--- config.mk ---
export PLATFORM = sky130hd
export DESIGN_NAME = regfile_port_ctrl
export DESIGN_NICKNAME = d
export VERILOG_FILES = /design/src/rtl/regfile_port_ctrl.sv
export SDC_FILE = /design/constraint.sdc
export NUM_CORES = 1
export LEC_CHECK = 0
export CORE_ASPECT_RATIO = 1.25
export CORE_MARGIN = 3
export CORE_UTILIZATION = 46
export CTS_CLUSTER_DIAMETER = 120
export CTS_CLUSTER_SIZE = 8
export DETAILED_ROUTE_END_ITERATION = 8
export PLACE_DENSITY = 0.85
export RECOVER_POWER = 50
export SLEW_MARGIN = 20
export SYNTH_ARGS = -nofsm -noshare
export SYNTH_HDL_FRONTEND = slang
export SYNTH_SLANG_ARGS = --single-unit
export TNS_END_PERCENT = 5
--- constraint.sdc ---
create_clock -name clk -period 2.63 [get_ports clk]
set_input_delay 0.789 -clock clk [delete_from_list [all_inputs] [get_ports clk]]
set_output_delay 0.789 -clock clk [all_outputs]
set_load 0.05 [all_outputs]
--- src/rtl/regfile_port_ctrl.sv ---
// Initiator-side controller for the register file: clears all registers
// after reset, then serves single read/write requests. Option: REGFILE_CTRL_VERIFY_EN.
module regfile_port_ctrl #(
  parameter int DATA_W   = 16,
  parameter int ADDR_W   = 3,
  parameter int NUM_REGS = 8
) (
  input  logic              clk,
  input  logic              rst_n,
  input  logic              req_valid,
  output logic              req_ready,
  input  logic              req_write,
  input  logic [ADDR_W-1:0] req_addr,
  input  logic [DATA_W-1:0] req_wdata,
  output logic              rsp_valid,
  input  logic              rsp_ready,
  output logic [DATA_W-1:0] rsp_rdata,
  output logic              init_done,
  output logic              verify_err,
  output logic [DATA_W-1:0] rf_w_data,
  output logic [ADDR_W-1:0] rf_w_addr,
  output logic              rf_w_en,
  output logic [ADDR_W-1:0] rf_r_addr,
  input  logic [DATA_W-1:0] rf_r_data
);

  localparam logic [ADDR_W-1:0] LAST =
    ADDR_W'(NUM_REGS - 1);
  localparam logic [ADDR_W:0] NREG =
    (ADDR_W + 1)'(NUM_REGS);

`ifdef REGFILE_CTRL_VERIFY_EN
  typedef enum logic [2:0] {
    S_INIT, S_IDLE, S_WR, S_RD, S_RESP, S_VFY
  } state_t;
`else
  typedef enum logic [2:0] {
    S_INIT, S_IDLE, S_WR, S_RD, S_RESP
  } state_t;
`endif

  state_t state, state_nx;

  logic [ADDR_W-1:0] cnt;
  logic              lat_ok;
  logic              addr_ok;

  assign addr_ok   = {1'b0, req_addr} < NREG;
  assign req_ready = (state == S_IDLE);

  // State register
  always_ff @(posedge clk or negedge rst_n) begin
    if (!rst_n) state <= S_INIT;
    else        state <= state_nx;
  end

  // Next-state decode
  always_comb begin
    state_nx = state;
    unique case (state)
      S_INIT:
        if (cnt == LAST) state_nx = S_IDLE;
      S_IDLE:
        if (req_valid)
          state_nx = req_write ? S_WR : S_RD;
`ifdef REGFILE_CTRL_VERIFY_EN
      S_WR:   state_nx = S_VFY;
      S_VFY:  state_nx = S_IDLE;
`else
      S_WR:   state_nx = S_IDLE;
`endif
      S_RD:   state_nx = S_RESP;
      S_RESP:
        if (rsp_ready) state_nx = S_IDLE;
      default: state_nx = S_INIT;
    endcase
  end

`ifdef REGFILE_CTRL_VERIFY_EN
  logic [DATA_W-1:0] lat_data;
  logic              verr_q;

  assign verify_err = verr_q;

  // Readback check of the last write, sticky error
  always_ff @(posedge clk or negedge rst_n) begin
    if (!rst_n) begin
      lat_data <= '0;
      verr_q   <= 1'b0;
    end else begin
      if (state == S_IDLE && req_valid)
        lat_data <= req_wdata;
      if (state == S_VFY && lat_ok &&
          rf_r_data != lat_data)
        verr_q <= 1'b1;
    end
  end
`else
  assign verify_err = 1'b0;
`endif

  // Registered outputs: clear sweep, regfile ports, response
  always_ff @(posedge clk or negedge rst_n) begin
    if (!rst_n) begin
      cnt       <= '0;
      lat_ok    <= 1'b0;
      init_done <= 1'b0;
      rf_w_en   <= 1'b0;
      rf_w_addr <= '0;
      rf_w_data <= '0;
      rf_r_addr <= '0;
      rsp_valid <= 1'b0;
      rsp_rdata <= '0;
    end else begin
      rf_w_en <= 1'b0;
      unique case (state)
        S_INIT: begin
          rf_w_en   <= 1'b1;
          rf_w_addr <= cnt;
          rf_w_data <= '0;
          cnt       <= cnt + 1'b1;
          if (cnt == LAST) init_done <= 1'b1;
        end
        S_IDLE:
          if (req_valid) begin
            lat_ok    <= addr_ok;
            rf_r_addr <= req_addr;
            if (req_write) begin
              rf_w_en   <= addr_ok;
              rf_w_addr <= req_addr;
              rf_w_data <= req_wdata;
            end
          end
        S_RD: begin
          rsp_rdata <= lat_ok ? rf_r_data : '0;
          rsp_valid <= 1'b1;
        end
        S_RESP:
          if (rsp_ready) rsp_valid <= 1'b0;
        default: ;
      endcase
    end
  end

endmodule

==> impl_results.md <==
- Filler Cell Count: approximately 340
- Avg Cell Area, Syn: between 10 and 15 um^2
- VDD IR max: a little under 900 uV
- Starting Density: 0.486
- Residual DRC count: 0
- F_max: 0.431 GHz
- H-tree depth: 2
- Multi-input logic area: between 600 and 700 um^2
- Post-synthesis mux area share: 0.0661
- Largest family of logic cells by synthesized area: simple AND/OR/NAND/NOR gates
- Setup TNS Final: 0 ns
- Final HPWL DP: 3490 um
- Drt total wl: between 4000 and 5000 um
- Synth top area cells: dfrtp_1 59%, nand2_1 6.1%, o21ai_0 4.7%, nand4_1 3.7%, mux2_1 3.3%
- #FFs+latches synth: 48
- Part of the power in combinational logic: 0.586
- Complex-gate fraction of the synthesized area: 0.126
- Yosys top cell area share: 0.593
- Max stage delay cell, worst path: nor3b_1
- Register-to-register setup slack: slightly above 0.4 ns
- # hold bufs at CTS: 0
- Initial antenna violation count: 0
- Count of unique library cells instantiated by Yosys: 32
- RSZ-0062 raised after global routing: no
- Total power: a little under 4000 uW
- Synthesized area: about 2000 um^2
- CP Max Fanout: 21
- Static Leak: around 0.0013 uW
- First-pass detailed-route iteration total: 4
- Worst-path clk slew: approximately 0.080 ns
- Worst Skew: 0.00598 ns
- Non-filler cells, final: ~330
- PwrDens: 1330 nW/um^2
- Number of global-route vias before repair: about 1600
- Clock network fraction of total power: 0.104
- Largest net degree at the start of global routing: 34
- Status: finished clean
- WP data arrival: around 1.5 ns
- Type of element capturing the critical path: output port
- Die height: 80.2 um
- Worst endpoint required time: about 1.8 ns
- CP max stage delay: ~0.47 ns
- CTS resizes: 0
- Period utilisation layout: 0.882
- Setup crit start kind: register
- Total Routing Usage GR: 0.197
- DRT antenna net count: 0
- Area Overhead vs Synth: 44.7%
- Warnings, synthesis: 0
- Placed Cells: 318
- Setup crit start: state[0]$_DFFE_PN0P_
- Clock Tree Root: clkbuf_8
- Cells after Synth: between 150 and 200
- TritonCTS clock tree: yes
- Final min period: 2.32 ns
- Final slew viol count: 0
- Crit path cell chain: buf_4, nor3b_1, buf_12
- Num CTS Buffers: 5
- First-pass GRT wire length: around 7900 um
- Worst hold path class: reg2reg
- I/O Buffers: between 80 and 90
- I/O pin cnt: 83
- RR Endpoint: rf_w_addr[0]$_DFFE_PN0P_
- Internal: slightly above 2000 uW
- Post CTS Setup Buffer Count: 0
- Initial drt markers: approximately 140
- Worst slew pin tran: between 1 and 1.5 ns
- Die width: approximately 65 um
- Switching share of power: 0.482
- # diodes: 0
- Routability cong.: about 0.77
- Clock Latency Late Sink: 0.29 ns
- Worst r2r src: state[0]$_DFFE_PN0P_
- Relative slew slack: 0.208
- Site Rows: 26
- FF-to-FF path depth: 5
- FF/Latch Area: ~1200 um^2
- CP endpoint: req_ready
- Via/cell ratio: 5.04
- Final setup vio count: 0
- Share of cells above drive strength 1: 0.0632
- Max-Cap Viols: 0
- Synth Area in XOR/XNOR: 0.00433
- Syn_nets: around 230
- Setup CP Type: reg2out
- Grt total ovfl: 0
- Nets: approximately 310
- Final Hold Vio Count: 0
- Synth Area in Simple Gates: 0.130
- CTS sink count: 48
- Synth area leader: dfrtp_1
- Core box area: ~4200 um^2
- CTS Buffer Depth: 2
- Vias: ~1600
- Net switching power: around 1900 uW
- WL per Instance: around 14 um
- Sequential share of the synthesized area: 0.593
- Die footprint: roughly 5200 um^2
- Adder-Cell Fraction of Synth Area: 0.0124
- Sequential share of power: 0.310
-- kinds of logic (layout without fill, tap and decap cells) --
logic type | Yosys count | after routing
adder cells (fa/ha/maj) | 2 | 2
buffers and inverters | 30 | 110
AND/OR/NAND/NOR | 53 | 53
other | 1 | 1
multiplexers | 12 | 12
XOR/XNOR | 1 | 1
flip-flops | 48 | 48
AO/OA/AOI/OAI | 42 | 42
-- worst min path at each step --
stage,startpoint,end,slack [ns],cells after the start
3_5_place_dp,init_done$_DFFE_PN0P_,init_done$_DFFE_PN0P_,0.45,1
4_1_cts,rst_n,rsp_rdata[6]$_DFFE_PN0P_,0.48,1
2_1_floorplan,cnt[0]$_DFFE_PN0N_,cnt[0]$_DFFE_PN0N_,0.46,1
6_report,init_done$_DFFE_PN0P_,init_done$_DFFE_PN0P_,0.47,1
3_3_place_gp,init_done$_DFFE_PN0P_,init_done$_DFFE_PN0P_,0.45,1
5_1_grt,init_done$_DFFE_PN0P_,init_done$_DFFE_PN0P_,0.50,1
-- through the flow --
step	util	worst slack, ns	hold slack (ns)	instance area [um^2]
floorplan	-	0.694	0.462	2020
global placement	0.694	0.256	0.451	2890
detailed placement	0.694	0.210	0.454	2890
CTS	0.713	0.332	0.476	2970
global route	0.704	0.178	0.498	2930
finish	0.704	0.311	0.470	2930
-- critical path: cells and delay by family, from the launching register on --
family / cells / cell delay [ns]
buf+inv: 2 / 0.44
flops: 1 / 0.33
simple gates: 1 / 0.47
-- power by group through the flow --
| stage | Combinational, uW | Clock, uW | Sequential, uW |
|---|---|---|---|
| floorplan | 702 | 0 | 2080 |
| global placement | 2310 | 0 | 1220 |
| detailed placement | 2350 | 0 | 1230 |
| CTS | 2350 | 418 | 1220 |
| global route | 2430 | 451 | 1260 |
| finish | 2290 | 407 | 1210 |
-- layer usage --
layer,vias up,wire [um],global-route usage
met5,-,0,0
met4,0,96,0.0851
met3,8,368,0.0559
met2,75,2180,0.299
met1,760,2050,0.262
li1,794,-,-
-- cell usage after synthesis --
master and count:
a21o_1 1, a21oi_1 2, a22o_1 6, and2_1 2, buf_2 1, buf_4 3, buf_6 1, clkbuf_1 8
conb_1 1, dfrtp_1 48, ha_1 2, inv_1 16, inv_2 1, mux2_1 6, mux2_2 5, mux2i_1 1
nand2_1 33, nand2_4 1, nand2b_1 1, nand3b_1 1, nand4_1 12, nor2_1 1, nor3_1 1, nor3b_4 1
o211ai_1 1, o21a_1 1, o21ai_0 19, o21ai_1 9, o21ai_4 1, o22ai_1 1, o31ai_1 1, xor2_1 1
-- cells in the final DEF, fill, tap and decap left out, types with 5 or more instances in the layout --
cell	netlist	layout
clkdlybuf4s50_1	0	77
dfrtp_1	48	48
nand2_1	33	34
o21ai_0	19	24
inv_1	16	17
nand4_1	12	12
mux2_1	6	6
a22o_1	6	6
mux2_2	5	5
clkbuf_8	0	5
-- sequential cells by signal, indices dropped and copies added, names as in the netlist --
register and cells:
cnt 3, rf_r_addr 3, rf_w_data 16, state 3, rf_w_addr 3, rsp_valid 1
rsp_rdata 16, rf_w_en 1, init_done 1, lat_ok 1
-- layout make-up --
class / instances / share of cell area
clock inverters: 1 / 0.00171
repair buffers: 86 / 0.289
flip-flops and latches: 48 / 0.410
clock buffers: 6 / 0.0248
inverters: 17 / 0.0218
multi-input cells: 111 / 0.229
well taps: 56 / 0.0239
Power figures use the tool's default switching activity.
